`src/rtl/multi_button_pulser.sv`:
```
// multi_button_pulser: per-channel sync + debounce, press strobe,
// hold pause and accelerating auto-repeat strobes.
module multi_button_pulser #(
  parameter int N_CH            = 4,
  parameter int CLOCK_PERIOD_NS = 20,
  parameter int DEBOUNCE_NS     = 10_000_000,
  parameter int PAUSE_NS        = 250_000_000,
  parameter int REPEAT_NS       = 150_000_000,
  parameter int FAST_REPEAT_NS  = 50_000_000,
  parameter int ACCEL_COUNT     = 8,
  parameter logic [N_CH-1:0] ACTIVE_LOW = {N_CH{1'b1}}
) (
  input  logic            clk_i,
  input  logic            nReset_i,
  input  logic [N_CH-1:0] btn_i,
  input  logic [N_CH-1:0] repeat_en_i,
  output logic [N_CH-1:0] strobe_o,
  output logic [N_CH-1:0] held_o,
  output logic [N_CH-1:0] repeating_o
);

  function automatic int to_cyc(input int ns);
    int c;
    c = ns / CLOCK_PERIOD_NS;
    return (c < 1) ? 1 : c;
  endfunction

  function automatic int max2(input int a, input int b);
    return (a > b) ? a : b;
  endfunction

  localparam int DEB_CYC   = to_cyc(DEBOUNCE_NS);
  localparam int PAUSE_CYC = to_cyc(PAUSE_NS);
  localparam int REP_CYC   = to_cyc(REPEAT_NS);
  localparam int FAST_CYC  = to_cyc(FAST_REPEAT_NS);
  localparam int MAX_CYC   = max2(max2(DEB_CYC, PAUSE_CYC),
                                  max2(REP_CYC, FAST_CYC));
  localparam int CW = $clog2(MAX_CYC + 1);
  localparam int TW = (ACCEL_COUNT < 1) ? 1 : $clog2(ACCEL_COUNT + 1);

  localparam logic [CW-1:0] DEB_C   = CW'(DEB_CYC);
  localparam logic [CW-1:0] PAUSE_C = CW'(PAUSE_CYC);
  localparam logic [CW-1:0] REP_C   = CW'(REP_CYC);
  localparam logic [CW-1:0] FAST_C  = CW'(FAST_CYC);
  localparam logic [TW-1:0] ACC_C   = TW'(ACCEL_COUNT);
  localparam logic [TW-1:0] ACC_M1  = TW'(ACCEL_COUNT - 1);

  typedef enum logic [1:0] {
    S_IDLE,
    S_PAUSE,
    S_REPEAT,
    S_FAST
  } state_t;

  logic [N_CH-1:0] r_sync1;
  logic [N_CH-1:0] r_sync2;
  logic [N_CH-1:0] w_pressed;

  // Synchronisers idle at the raw released level of each channel.
  always_ff @(posedge clk_i or negedge nReset_i) begin
    if (!nReset_i) begin
      r_sync1 <= ACTIVE_LOW;
      r_sync2 <= ACTIVE_LOW;
    end else begin
      r_sync1 <= btn_i;
      r_sync2 <= r_sync1;
    end
  end

  assign w_pressed = r_sync2 ^ ACTIVE_LOW;

  for (genvar g = 0; g < N_CH; g++) begin : g_ch
    logic          r_deb;
    logic [CW-1:0] r_dcnt;
    state_t        r_state;
    state_t        w_state_nx;
    logic [CW-1:0] r_cnt;
    logic [CW-1:0] w_cnt_nx;
    logic [TW-1:0] r_tally;
    logic [TW-1:0] w_tally_nx;
    logic          r_lock;
    logic          w_lock_nx;
    logic          r_strobe;
    logic          w_strobe_nx;

    always_ff @(posedge clk_i or negedge nReset_i) begin
      if (!nReset_i) begin
        r_deb  <= 1'b0;
        r_dcnt <= '0;
      end else if (w_pressed[g] == r_deb) begin
        r_dcnt <= '0;
      end else if (r_dcnt == DEB_C) begin
        r_deb  <= ~r_deb;
        r_dcnt <= '0;
      end else begin
        r_dcnt <= r_dcnt + CW'(1);
      end
    end

    always_ff @(posedge clk_i or negedge nReset_i) begin
      if (!nReset_i) begin
        r_state  <= S_IDLE;
        r_cnt    <= '0;
        r_tally  <= '0;
        r_lock   <= 1'b0;
        r_strobe <= 1'b0;
      end else begin
        r_state  <= w_state_nx;
        r_cnt    <= w_cnt_nx;
        r_tally  <= w_tally_nx;
        r_lock   <= w_lock_nx;
        r_strobe <= w_strobe_nx;
      end
    end

    // r_lock parks a held channel in PAUSE until release.
    always_comb begin
      w_state_nx  = r_state;
      w_cnt_nx    = r_cnt;
      w_tally_nx  = r_tally;
      w_lock_nx   = r_lock;
      w_strobe_nx = 1'b0;
      if (!r_deb) begin
        w_state_nx = S_IDLE;
        w_cnt_nx   = '0;
        w_tally_nx = '0;
        w_lock_nx  = 1'b0;
      end else begin
        unique case (r_state)
          S_IDLE: begin
            w_strobe_nx = 1'b1;
            w_cnt_nx    = '0;
            w_state_nx  = S_PAUSE;
          end
          S_PAUSE: begin
            if (!r_lock) begin
              if (r_cnt != PAUSE_C) begin
                w_cnt_nx = r_cnt + CW'(1);
              end else if (repeat_en_i[g]) begin
                w_strobe_nx = 1'b1;
                w_cnt_nx    = '0;
                w_tally_nx  = '0;
                w_state_nx  = S_REPEAT;
              end else begin
                w_lock_nx = 1'b1;
              end
            end
          end
          S_REPEAT: begin
            if (!repeat_en_i[g]) begin
              w_state_nx = S_PAUSE;
              w_cnt_nx   = PAUSE_C;
              w_lock_nx  = 1'b1;
            end else if (r_cnt != REP_C) begin
              w_cnt_nx = r_cnt + CW'(1);
            end else begin
              w_strobe_nx = 1'b1;
              w_cnt_nx    = '0;
              if (r_tally != ACC_C) begin
                w_tally_nx = r_tally + TW'(1);
                if (r_tally == ACC_M1) begin
                  w_state_nx = S_FAST;
                end
              end
            end
          end
          S_FAST: begin
            if (!repeat_en_i[g]) begin
              w_state_nx = S_PAUSE;
              w_cnt_nx   = PAUSE_C;
              w_lock_nx  = 1'b1;
            end else if (r_cnt != FAST_C) begin
              w_cnt_nx = r_cnt + CW'(1);
            end else begin
              w_strobe_nx = 1'b1;
              w_cnt_nx    = '0;
            end
          end
        endcase
      end
    end

    assign strobe_o[g]    = r_strobe;
    assign held_o[g]      = r_deb;
    assign repeating_o[g] = (r_state == S_REPEAT) ||
                            (r_state == S_FAST);
  end

endmodule
```
`config.mk`:
```
export PLATFORM = sky130hd
export DESIGN_NAME = multi_button_pulser
export DESIGN_NICKNAME = d
export VERILOG_FILES = /design/src/rtl/multi_button_pulser.sv
export SDC_FILE = /design/constraint.sdc
export NUM_CORES = 1
export LEC_CHECK = 0
export BUFFER_PORTS_ARGS = -buffer_cell sky130_fd_sc_hd__buf_2
export CORE_MARGIN = 4
export CORE_UTILIZATION = 45
export DETAILED_ROUTE_END_ITERATION = 6
export PLACE_DENSITY_LB_ADDON = 0.25
export SKIP_LAST_GASP = 1
export SYNTH_ARGS = -nofsm -noshare
export SYNTH_HDL_FRONTEND = slang
export SYNTH_SLANG_ARGS = --single-unit
```
`constraint.sdc`:
```
create_clock -name clk_i -period 2.7 [get_ports clk_i]
set_input_delay 0.54 -clock clk_i [delete_from_list [all_inputs] [get_ports clk_i]]
set_output_delay 0.54 -clock clk_i [all_outputs]
set_load 0.02 [all_outputs]
```
==> results.md, run 1 <==
- The flow ran to the end, and the final reports show no timing, DRC or antenna violations.
- In this run the remaining antenna-violating nets after routing total 0.
- In the synthesized netlist the async set-or-reset flop fraction comes to 1.00.
- In this run the vertical extent of the chip is roughly 180 um.
- The critical path goes through or4b_4, or4_4, o31a_4, o31ai_4, buf_4, o21ai_1, a221o_1.
- The most common cell after layout, fill and taps aside is sky130_fd_sc_hd__dfrtp_1.
- The pre-antenna-repair detailed-routing pass consisted of 5 iterations.
- The synthesized area is between 10000 and 15000 sq um.
- The number of nets in the synthesized netlist is between 1500 and 2000.
- The critical path launch point type is a flip-flop.
- At the end of the flow the core is filled with cells to 0.541.
- The footprint of the flip-flops and latches is ~5900 sq um.
- The critical path's largest stage delay is ~540 ps.
- The routed wire length per instance is ~16 um.
- The data arrival time of the critical path is approximately 3100 ps.
- The master of the slowest instance on the critical path is sky130_fd_sc_hd__or4b_4.
- The critical-path maximum fanout is 5.
- The CTS root buffer is sky130_fd_sc_hd__clkbuf_16.
- The kind of cell adding the most delay to the critical path is compound AO/OA/AOI/OAI gates.
- After detailed routing, the number of vias per cell comes to between 5 and 6.
- Input and output buffers added on the ports amount to 21.
- The reg2reg setup slack is around 12 ps.
- The cell area reported after detailed placement is between 15000 and 20000 sq um.
- The post-synthesis instance total is between 1500 and 2000.
- The top cell type's share of synthesized area is 0.406.
- The final setup violation count is 0.
- The final number of max-transition violations is 0.
- The repair_antennas step left the layout with diodes totalling 0.
- The HPWL after detailed placement is about 23 mm.
- The count of vias placed by the detailed router is around 12000.
- The number of remaining DRC errors is 0.
- In this run, the number of DRC markers left after iteration 0 of detailed routing was between 1000 and 1500.
- Summed over all instances, the cell type with the most area after synthesis is sky130_fd_sc_hd__dfrtp_1.
- In this run, synthesis inferred 0 flip-flops with an integrated enable.
- The clock-pin slew reported for the worst setup and hold paths after clock tree synthesis is around 60 ps.
- The leakage power of the design is around 7.1 nW.
- Across the run, the number of max-cap violations was 0.
- The fraction of the yosys area taken by sequential cells is 0.421.
- The final period demand of the worst path is about 2700 ps.
- The leftover overflow at the end of global routing is 0.
- The number of antenna violations at the first check in global routing is 0.
- The global-route usage over all layers is 0.195.
- The global placer's final weighted congestion is 0.905.
- Data on the critical path is required at its endpoint by between 3000 and 4000 ps.
- The core region is 30700 sq um.
- At the end of the flow, the number of nets in the layout was between 1500 and 2000.
- The first-pass GRT wire length is roughly 58 mm.
- Setup repair after global routing could not meet its margin everywhere.
- The total number of placement rows is 64.
- The aggregate routed wire length is between 30 and 40 mm.
- Static timing analysis puts the maximum clock frequency at roughly 370 MHz.
- Entering global routing, the biggest net connects 65 pins.
- The later-pin clock latency in the skew report is approximately 560 ps.
- The fill cell instance count of the final layout is 2789.
- The fraction of the cycle the final worst path needs is 0.996.
- After synthesis, the netlist uses 79 different library cells.
- In this run the number of H-tree levels came out at 1.
- The initial utilization of the core area, before any placement, comes to 0.458.
- The critical path capture point type is a flip-flop.
- In this run, CTS created clock tree buffers numbering 28.
- Ranked by total cell area, the synthesized netlist is headed by sky130_fd_sc_hd__dfrtp_1, sky130_fd_sc_hd__nor2_1, sky130_fd_sc_hd__nand3_1, sky130_fd_sc_hd__ha_1, sky130_fd_sc_hd__nand2_1.
- Across the VDD grid, the largest voltage drop is slightly above 0.0005 V.
- The tightest min-delay check is of the in2reg type.
- The startpoint-to-endpoint class of the critical path is reg2reg.
- Once layout is done, the placed cells without fillers occupy 16600 sq um.
- TritonCTS built the clock tree.
- The power density over the cells is between 400 and 500 nW/um^2.
- The floorplan step defined a die boundary enclosing between 30000 and 40000 sq um.
- The floorplan die width is 185 um.
- The multi-input combinational cells in the finished layout cover a total of slightly below 8000 sq um.
- The worst clock skew is 12.7 ps.
- Counting flops and latches in the post-synthesis netlist gives around 240.
- Counting along the longest clock path gives a buffer depth of 3.
- A synthesized cell averages 8.83 sq um.
- The predominant post-synthesis flop cell is sky130_fd_sc_hd__dfrtp_1.
- In the final layout, the share of cells above drive strength 1 is 0.151.
- Compared with the post-synthesis result, the final layout area differs by 18.1%.
- The final hold violation count is 0.
- The worst slew margin relative to its limit is 0.440.
- The top cell types in the final layout, fill and taps aside, are sky130_fd_sc_hd__dfrtp_1, sky130_fd_sc_hd__nor2_1, sky130_fd_sc_hd__nand2_1, sky130_fd_sc_hd__buf_4, sky130_fd_sc_hd__nand3_1.
- The Yosys step of the flow raised 0 warnings.
- The via count of the first global-routing pass was around 12000.
- For the pin with the worst max-slew slack, the measured transition is between 800 and 900 ps.
- The number of buffers and inverters on the critical path is 1.
- The number of placed I/O pins is 22.
- The sink count of the clock tree is between 200 and 250.
- The setup total negative slack is 0 ps.
## report_power, final
part | switching (mW) | internal [mW]
clock | 1.54 | 2.84
sequential | 0.0211 | 3.56
combinational | 0.137 | 0.0513
total | 1.70 | 6.46
## cells in the mapped netlist (38+ instances only)
cell type                  number
sky130_fd_sc_hd__dfrtp_1      228
sky130_fd_sc_hd__nor2_1       183
sky130_fd_sc_hd__nand2_1      119
sky130_fd_sc_hd__nand3_1      112
sky130_fd_sc_hd__inv_1         83
sky130_fd_sc_hd__nor3_1        64
sky130_fd_sc_hd__nand4_1       55
sky130_fd_sc_hd__o21ai_0       55
sky130_fd_sc_hd__clkbuf_1      53
sky130_fd_sc_hd__a21oi_1       51
sky130_fd_sc_hd__xnor2_1       44
sky130_fd_sc_hd__xor2_1        44
sky130_fd_sc_hd__ha_1          40
sky130_fd_sc_hd__and3_1        39
sky130_fd_sc_hd__nor4_1        38
## flip-flops by register name (all words and copies together), names as in the netlist
signal	count
g_ch.r_cnt	96
g_ch.r_dcnt	96
g_ch.r_deb	4
g_ch.r_lock	4
g_ch.r_state	8
g_ch.r_strobe	4
g_ch.r_tally	16
r_sync1	4
r_sync2	4
## worst register-to-register path, cell delays in order, from the launching register on
cell                      delay, ps
sky130_fd_sc_hd__dfrtp_1        370
sky130_fd_sc_hd__or4b_4         540
sky130_fd_sc_hd__or4_4          440
sky130_fd_sc_hd__o31a_4         310
sky130_fd_sc_hd__o31ai_4        330
sky130_fd_sc_hd__buf_4          210
sky130_fd_sc_hd__o21ai_1         80
sky130_fd_sc_hd__a221o_1        300
## final cells by class
class                      instances  share of cell area
clock buffer                      34              0.0479
tap                              396              0.0299
multi-input combinational       1206               0.463
inverter                          83              0.0188
timing repair buffer             144              0.0662
sequential                       236               0.356
clock inverter                    17              0.0178
## per-layer routing
metal,share of wire,routed length (um),GRT usage,vias up
met2,0.47,15800,0.327,275
met4,0.023,778,0.0487,0
met3,0.044,1480,0.0259,64
met1,0.46,15400,0.270,5988
met5,0,0,0,-
li1,-,-,-,6003
## stage by stage
stage                     power [mW]  hold WS [ps]  worst slack (ps)  instances
after detailed placement        3.84           347             -98.8       2059
after floorplan                 3.71           244              13.5       1592
after CTS                       8.27          53.6             0.343       2111
after global placement          3.83           346             -21.4       2059
final                           8.16          84.4              12.1       2116
after global routing            8.45          52.9             -69.9       2116
## kinds of logic after synthesis
logic type | after synthesis | synth area share
DFF | 236 | 0.421
buffers and inverters | 151 | 0.0443
AOI/OAI and AO/OA | 299 | 0.151
adders and majority gates | 40 | 0.0356
and+or+nand+nor | 770 | 0.288
muxes | 8 | 0.00588
xor gates and xnor gates | 88 | 0.0548
## final timing paths
check | end | startpoint | cells past startpoint
worst max-delay path | g_ch[1].r_cnt[12]$_DFFE_PN0P_ | g_ch[1].r_cnt[16]$_DFFE_PN0P_ | 7
worst min-delay path | r_sync1[3]$_DFF_PN1_ | btn_i[3] | 1
worst max register to register | g_ch[1].r_cnt[12]$_DFFE_PN0P_ | g_ch[1].r_cnt[16]$_DFFE_PN0P_ | 7
worst min register to register | r_sync2[3]$_DFF_PN1_ | r_sync1[3]$_DFF_PN1_ | 0
max in group asynchronous | r_sync1[3]$_DFF_PN1_ | nReset_i | 3
min in group asynchronous | g_ch[0].r_state[0]$_DFFE_PN0P_ | nReset_i | 2
## repair_timing
action	4_1_cts	5_1_grt
cloned	0	2
endpoints found under the setup margin	14	84
endpoints found under the hold margin	57	0
pin swaps	0	12
gates resized for setup	4	35
buffers inserted	0	3
hold buffers	1	0
Power figures use the tool's default switching activity.
==> run 2, diff against run 1 <==
==> constraint.sdc (replaced) <==
create_clock -name clk_i -period 2.6 [get_ports clk_i]
set_input_delay 0.52 -clock clk_i [delete_from_list [all_inputs] [get_ports clk_i]]
set_output_delay 0.52 -clock clk_i [all_outputs]
set_load 0.02 [all_outputs]
==> run 2 against run 1 <==
Net effect: the flow now finishes with violations (setup timing); cell count increased by 1.7%; critical path depth increased by 1; routed wire length increased by 2.5%; via count increased by 0.82%; highest routed layer unchanged; first-iteration DRC count decreased by 20%; die area unchanged; critical path type unchanged.
==> results.md, run 2 (synthesis gave the netlist of run 1 again) <==
- The power density over the cells was 465 nW/um^2 (-5.3%).
- The critical-path maximum fanout is 6 (+1).
- The number of diodes was 0 (unchanged).
- The clock tree buffer depth is 3 (unchanged).
- The global-route layer with the greatest usage is met2.
- The worst min-delay path category is in2reg.
- The worst path setup slack after routing was -71.1 ps (-83.2 ps).
- The number of instances in the placed design is 2097 (+1.8%).
- Setup repair after global routing could not meet its margin everywhere.
- The final number of max-transition violations came to 0 (unchanged).
- The area growth from synthesis to layout is 20.8%.
- The core outline area is 30700 sq um (unchanged).
- The via count of the first global-routing pass is 12200 (+1.4%).
- The worst clock skew was 15.5 ps (+2.76 ps).
- The fraction of the cycle the final worst path needs is 1.03 (+0.0318).
- The share of layout cells above drive strength 1 is 0.175 (+0.0241).
- The number of remaining DRC errors is 0 (unchanged).
- The aggregate routed wire length was 34.3 mm (+2.5%).
- The total net switching power came to 1.76 mW (+3.9%).
- The number of placed I/O pins was 22 (unchanged).
- The detailed-router iteration count before antenna repair was 5 (unchanged).
- The required time of the worst setup path is 3020 ps (-110 ps).
- The worst-margin pin slew is 813 ps (-24.3 ps).
- The CTS tree is done.
- The vertical die dimension is 185 um (unchanged).
- The number of maximum-capacitance constraint violations is 0 (unchanged).
- The clock-pin slew reported for the worst setup and hold paths after clock tree synthesis was 60 ps (about the same).
- The sink count of the clock tree was 236 (unchanged).
- The pin count of the biggest net entering global routing is 82 (+26%).
- The timing startpoint of the critical path is g_ch[1].r_cnt[16]$_DFFE_PN0P_.
- The leakage power of the design was 7.30 nW (+2.8%).
- The start of the worst register-to-register path is g_ch[1].r_cnt[16]$_DFFE_PN0P_.
- In this run the most critical hold path is launched from btn_i[1].
- The final setup violation count came to 17 (+17).
- The power consumption is 7.90 mW (-3.2%).
- The critical path's largest stage delay is 540 ps (about the same).
- The post-layout net count was 1786 (+2.1%).
- The first-pass GRT wire length was 58.6 mm (+1.7%).
- The library cell used most frequently in the layout, excluding fill and tap cells, is sky130_fd_sc_hd__dfrtp_1.
- The final reports fail on setup timing.
- Traced cell by cell, the critical path runs through or4b_4, or4_4, o31a_4, o31ai_4, buf_12, buf_12, o21ai_0, a221o_1.
- The final hold violation count was 0 (unchanged).
- The met3 global-route usage came to 0.0261 (+0.000197).
- The master of the slowest instance on the critical path is sky130_fd_sc_hd__or4b_4.
- The count of antenna-violating nets left after detailed routing is 0 (unchanged).
- The met2 usage was 0.323 (-0.00469).
- The part of the total power dissipated in combinational logic is 0.025 (+0.002).
- The global placer's final weighted congestion is 0.875 (-3.3%).
- The share of power burned in the clock network was 0.504 (-0.034).
- The floorplan die width is 185 um (unchanged).
- The fmax came to 374 MHz (+0.63%).
- The via-per-instance ratio is 5.77 (-0.91%).
- The later-pin clock latency in the skew report is 550 ps (about the same).
- The number of I/O port buffers is 21 (unchanged).
- The final period demand of the worst path is 2670 ps (-16.8 ps).
- The CTS root buffer is sky130_fd_sc_hd__clkbuf_16.
- The startpoint-to-endpoint class of the critical path is reg2reg.
- The number of buffers created by CTS is 28 (unchanged).
- The setup total negative slack was -713 ps (-713 ps).
- The H-tree depth is 1 (unchanged).
- The data arrival time of the critical path is 3090 ps (-30 ps).
- The critical path capture point type is a flip-flop.
- The number of standard cells in the final layout excluding fillers is 2153 (+1.7%).
- The met1 track demand over resource was 0.284 (+0.0139).
- The maximum VDD drop is 0.000464 V (-7.9%).
- The fraction of power consumed by sequential logic is 0.471 (+0.032).
- In the final layout, the registers with the most flip-flops are g_ch.r_cnt x96, g_ch.r_dcnt x96, g_ch.r_tally x16.
- The number of antenna violations at the first check in global routing is 0 (unchanged).
- The detailed router's first-iteration violation count is 812 (-20%).
- The worst setup path is launched from a flip-flop.
- The leftover overflow at the end of global routing was 0 (unchanged).
- The worst slew margin relative to its limit is 0.453 (+0.0133).
- The routed wire length per instance was 15.9 um (+0.75%).
- The HPWL after detailed placement is 23.2 mm (-0.24%).
- The count of vias placed by the detailed router is 12400 (+0.82%).
- The flow ran to the end, but the final reports show violations.
- The cell occurring most often along the worst timing path is sky130_fd_sc_hd__buf_12.
- Leaving out fill and tap cells, the most frequent cells in the layout are sky130_fd_sc_hd__dfrtp_1, sky130_fd_sc_hd__nor2_1, sky130_fd_sc_hd__buf_4, sky130_fd_sc_hd__nand2_1, sky130_fd_sc_hd__nand3_1.
- The total number of placement rows is 64 (unchanged).
- The die area is 34100 sq um (unchanged).
- The post-route worst hold slack is 66.2 ps (-18.2 ps).
- The starting utilization of the core area is 0.458 (unchanged).
- The global-route usage over all layers was 0.199 (+0.00347).
- The cell internal power dissipation is 6.13 mW (-5.0%).
- The switching part of the total is 0.223 (+0.0153).
-- run 2: cell count changes in the layout (fill, tap and decap cells not counted), moves of 4 or more --
cell / before / now
sky130_fd_sc_hd__bufinv_16: 8 / 3
sky130_fd_sc_hd__o21ai_1: 11 / 15
sky130_fd_sc_hd__buf_6: 2 / 9
sky130_fd_sc_hd__clkbuf_1: 0 / 4
sky130_fd_sc_hd__buf_4: 116 / 142
sky130_fd_sc_hd__clkinv_2: 6 / 10
-- run 2: repair_timing --
action / 4_1_cts / 5_1_grt
pin swaps: 5 / 18
setup buffers: 1 / 1
hold buffers: 1 / 0
endpoints found under the hold margin: 46 / 0
setup endpoints to repair: 42 / 103
cloned: 0 / 2
resized for setup: 16 / 55
-- run 2: critical path, delay by kind of cell (launching register included) --
family / cells / cell delay (ps)
buffers and inverters: 2 / 270
flip-flops: 1 / 380
AO/OA/AOI/OAI: 4 / 920
AND/OR/NAND/NOR: 2 / 990
-- run 2: metal layers --
metal | up-vias | wire (um)
met5 | - | 0
met4 | 0 | 532
met3 | 42 | 1450
met2 | 238 | 16100
met1 | 6064 | 16200
li1 | 6087 | -
-- run 2: through the flow --
step | instance area, sq um | utilization | worst slack (ps)
final | 17000 | 0.554 | -71.1
after global routing | 17000 | 0.554 | -146
after CTS | 16700 | 0.544 | -107
after detailed placement | 15600 | 0.510 | -173
after global placement | 15600 | 0.510 | -60.8
after floorplan | 14100 | - | -60.1
-- run 2: path summary, 6_finish.rpt --
kind | end | slack, ps | cells after the start
max in group asynchronous | r_sync1[3]$_DFF_PN1_ | 1280 | 3
worst max register to register | g_ch[1].r_cnt[20]$_DFFE_PN0P_ | -70 | 8
worst min register to register | r_sync2[3]$_DFF_PN1_ | 350 | 0
worst min-delay path | r_sync1[1]$_DFF_PN1_ | 70 | 1
worst max-delay path | g_ch[1].r_cnt[20]$_DFFE_PN0P_ | -70 | 8
min in group asynchronous | g_ch[0].r_state[1]$_DFFE_PN0P_ | 490 | 2
-- run 2: power groups by stage --
stage	Clock, mW	Sequential [mW]	Combinational, mW
4_1_cts	4.08	3.72	0.202
3_5_place_dp	0	3.79	0.199
5_1_grt	4.22	3.72	0.229
2_1_floorplan	0	3.78	0.0734
6_report	3.98	3.72	0.196
3_3_place_gp	0	3.79	0.195
-- run 2: cell type report --
cell class	count	area, sq um
clock buffer	35	768
clock inverter	16	163
fill	2698	13700
inverter	83	312
multi-input combinational	1206	7870
sequential	236	5920
tap	396	495
timing repair buffer	181	1460
==> run 3, diff against run 2 <==
--- a/config.mk
+++ b/config.mk
@@ -7,7 +7,7 @@
 export LEC_CHECK = 0
 export BUFFER_PORTS_ARGS = -buffer_cell sky130_fd_sc_hd__buf_2
 export CORE_MARGIN = 4
-export CORE_UTILIZATION = 45
+export CORE_UTILIZATION = 52
 export DETAILED_ROUTE_END_ITERATION = 6
 export PLACE_DENSITY_LB_ADDON = 0.25
 export SKIP_LAST_GASP = 1
==> run 3 against run 2 <==
Net effect: critical path type unchanged; largest cell class unchanged; die area decreased by 13%; count of clock-buffer cells in the layout up 3; critical path depth unchanged; core utilization increased by 9.5 points; non-clock buffer count is 13 higher; the flow still finishes with violations (setup timing); final area grew 0.73%; routed wire length is 2.2% higher.
==> results.md, run 3 (synthesis gave the netlist of run 1 again) <==
- The startpoint-to-endpoint class of the critical path is reg2reg.
- The via count of the first global-routing pass is 12000 (-1.0%).
- STA classifies the critical path startpoint as a flip-flop.
- The global placer's final weighted congestion is 0.902 (+3.1%).
- The die area is 29700 sq um (-13%).
- The power consumption is 7.95 mW (+0.67%).
- The later-pin clock latency in the skew report came to 540 ps (about the same).
- The share of layout cells above drive strength 1 is 0.189 (+0.0139).
- The clock tree buffer depth is 3 (unchanged).
- In this design, the critical path's most frequently occurring cell is sky130_fd_sc_hd__buf_6.
- The fraction of the cycle the final worst path needs is 1.04 (+0.0174).
- The final reports fail on setup timing.
- The worst slew margin relative to its limit came to 0.373 (-0.0805).
- The required time of the worst setup path was 3020 ps (about the same).
- The number of antenna violations at the first check in global routing is 0 (unchanged).
- The floorplan die width is 172 um (-6.7%).
- The worst-margin pin slew was 939 ps (+126 ps).
- The number of placed I/O pins is 22 (unchanged).
- The worst register-to-register path begins at g_ch[1].r_cnt[16]$_DFFE_PN0P_.
- The worst clock skew is 11.6 ps (-3.87 ps).
- The count of vias placed by the detailed router is 12900 (+3.7%).
- The critical-path maximum fanout is 5 (-1).
- The count of antenna-violating nets left after detailed routing is 0 (unchanged).
- The CTS tree is done.
- The switching part of the total was 0.218 (-0.00586).
- The post-layout net count is 1801 (+0.84%).
- The part of the total power dissipated in combinational logic is 0.025 (about the same).
- The final setup violation count came to 23 (+6).
- The power density over the cells is 465 nW/um^2 (about the same).
- The data arrival time of the critical path was 3140 ps (+50 ps).
- The final hold violation count was 0 (unchanged).
- The root buffer cell chosen for the clock tree is sky130_fd_sc_hd__clkbuf_16.
- The min-delay analysis places its worst path in the category in2reg.
- The vertical die dimension is 172 um (-6.7%).
- The critical path goes through or4b_4, or4_4, o31a_4, o31ai_4, buf_6, buf_6, o21ai_1, a221o_1.
- The fraction of power consumed by sequential logic was 0.468 (-0.003).
- The pre-CTS worst setup slack was -201 ps (-28.4 ps).
- The starting utilization of the core area came to 0.533 (+0.0750).
- The leakage power of the design was 7.39 nW (+1.2%).
- The pin count of the biggest net entering global routing came to 64 (-22%).
- In the layout the commonest cells are sky130_fd_sc_hd__dfrtp_1, sky130_fd_sc_hd__nor2_1, sky130_fd_sc_hd__buf_4, sky130_fd_sc_hd__nand2_1, sky130_fd_sc_hd__nand3_1.
- The final number of max-transition violations was 0 (unchanged).
- The fill cell instance count of the final layout is 2091 (-22%).
- The sink count of the clock tree is 236 (unchanged).
- The cell area after layout is 17100 sq um (+0.73%).
- The cell internal power dissipation is 6.22 mW (+1.4%).
- The via-per-instance ratio came to 6.12 (+6.0%).
- In the final layout, the registers with the most flip-flops are g_ch.r_cnt x96, g_ch.r_dcnt x96, g_ch.r_tally x16.
- The total number of placement rows is 59 (-7.8%).
- The reg2reg setup slack came to -120 ps (-50 ps).
- The number of buffers created by CTS is 28 (unchanged).
- The number of I/O port buffers is 21 (unchanged).
- The final period demand of the worst path was 2720 ps (+45.4 ps).
- The critical path's largest stage delay is 540 ps (about the same).
- The clock-pin slew reported for the worst setup and hold paths after clock tree synthesis was 60 ps (about the same).
- The fmax came to 368 MHz (-1.7%).
- The aggregate routed wire length came to 35.1 mm (+2.2%).
- The critical path capture point type is a flip-flop.
- The flow ran to the end, but the final reports show violations.
- Setup repair after global routing could not meet its margin everywhere.
- The HPWL after detailed placement is 23.3 mm (+0.33%).
- The kind of cell adding the most delay to the critical path is simple AND/OR/NAND/NOR gates.
- The first-pass GRT wire length is 57.1 mm (-2.6%).
- The worst-case hold path end point is r_sync1[3]$_DFF_PN1_.
- The start point of the worst min-delay path is btn_i[3].
- The H-tree depth came to 1 (unchanged).
- The share of power burned in the clock network is 0.507 (+0.003).
- The area growth from synthesis to layout is 21.7%.
- The slowest stage of the critical path is the sky130_fd_sc_hd__or4b_4 cell.
- The global-route usage over all layers is 0.224 (+0.0250).
- The total net switching power was 1.73 mW (-2.0%).
- The worst path setup slack after routing is -116 ps (-45.4 ps).
- The number of diodes is 0 (unchanged).
- The number of cells traversed by the worst register-to-register path came to 8 (unchanged).
- The number of maximum-capacitance constraint violations is 0 (unchanged).
- The number of remaining DRC errors is 0 (unchanged).
- The core outline area is 26400 sq um (-14%).
- The number of cells on the worst hold path is 1 (unchanged).
- The routed wire length per instance is 16.7 um (+4.5%).
- The worst flop-to-flop path endpoint is g_ch[1].r_cnt[13]$_DFFE_PN0P_.
- The leftover overflow at the end of global routing is 0 (unchanged).
- The detailed-router iteration count before antenna repair came to 6 (+1).
- The most common cell after layout, fill and taps aside is sky130_fd_sc_hd__dfrtp_1.
- The maximum VDD drop came to 0.000470 V (+1.4%).
- The setup total negative slack is -1690 ps (-978 ps).
- The cell area reported after detailed placement is 15500 sq um (-0.89%).
- The number of buffers and inverters on the critical path is 2 (unchanged).
- The detailed router's first-iteration violation count is 1185 (+46%).
[run 3: cell types whose count changed in the layout (fill, tap and decap cells not counted), moves of 4 or more]
| cell | change |
|---|---|
| sky130_fd_sc_hd__inv_2 | +4 |
| sky130_fd_sc_hd__buf_4 | +15 |
| sky130_fd_sc_hd__o21ai_0 | -4 |
| sky130_fd_sc_hd__o21ai_2 | +4 |
| sky130_fd_sc_hd__clkinv_2 | -6 |
| sky130_fd_sc_hd__inv_1 | -4 |
[run 3: power by group through the flow]
| stage | combinational [mW] | clock, mW | sequential, mW |
|---|---|---|---|
| finish | 0.202 | 4.03 | 3.72 |
| global route | 0.234 | 4.27 | 3.72 |
| CTS | 0.205 | 4.11 | 3.72 |
| detailed placement | 0.202 | 0 | 3.79 |
| global placement | 0.199 | 0 | 3.79 |
| floorplan | 0.0734 | 0 | 3.78 |
[run 3: metal layers]
layer,track usage,up-vias,share of wire
met5,0,-,0
met4,0.0526,0,0.020
met3,0.0279,69,0.053
met2,0.360,422,0.46
met1,0.326,6286,0.47
li1,-,6117,-
[run 3: worst register-to-register path, delay by kind of cell, from the launching register on]
kind            cells  cell delay, ps
simple gates        2            1000
compound gates      4             930
flops               1             380
buf+inv             2             280
[run 3: stage by stage]
step	utilization	hold WS, ps	instances
2_1_floorplan	-	224	1592
3_3_place_gp	0.588	345	2031
3_5_place_dp	0.588	348	2031
4_1_cts	0.629	57.7	2084
5_1_grt	0.649	59.7	2106
6_report	0.649	79.1	2106
[run 3: area by class of cell]
class	instances	area, sq um	share of cell area
clock inverter	12	148	0.00863
clock buffer	38	810	0.0473
inverter	83	312	0.0182
sequential	236	5920	0.346
multi-input combinational	1208	7970	0.466
tap	335	419	0.0245
timing repair buffer	194	1530	0.0897
[run 3: worst max-delay path by stage]
stage / from / to / slack [ps] / cells past startpoint
after global placement: g_ch[0].r_cnt[0]$_DFFE_PN0P_ / g_ch[0].r_tally[1]$_DFFE_PN0P_ / -80 / 8
after floorplan: g_ch[1].r_cnt[16]$_DFFE_PN0P_ / g_ch[1].r_cnt[10]$_DFFE_PN0P_ / -60 / 7
after detailed placement: g_ch[0].r_cnt[0]$_DFFE_PN0P_ / g_ch[0].r_tally[2]$_DFFE_PN0P_ / -200 / 8
after global routing: g_ch[1].r_cnt[16]$_DFFE_PN0P_ / g_ch[1].r_cnt[18]$_DFFE_PN0P_ / -200 / 7
after CTS: g_ch[1].r_cnt[16]$_DFFE_PN0P_ / g_ch[1].r_cnt[19]$_DFFE_PN0P_ / -110 / 7
final: g_ch[1].r_cnt[16]$_DFFE_PN0P_ / g_ch[1].r_cnt[13]$_DFFE_PN0P_ / -120 / 8
[run 3: repair_timing]
action,CTS,global route
resized for setup,18,81
pin swaps,6,26
hold buffers,1,0
endpoints found under the setup margin,58,107
setup buffers,2,18
hold endpoints to repair,56,0
gates cloned,0,4
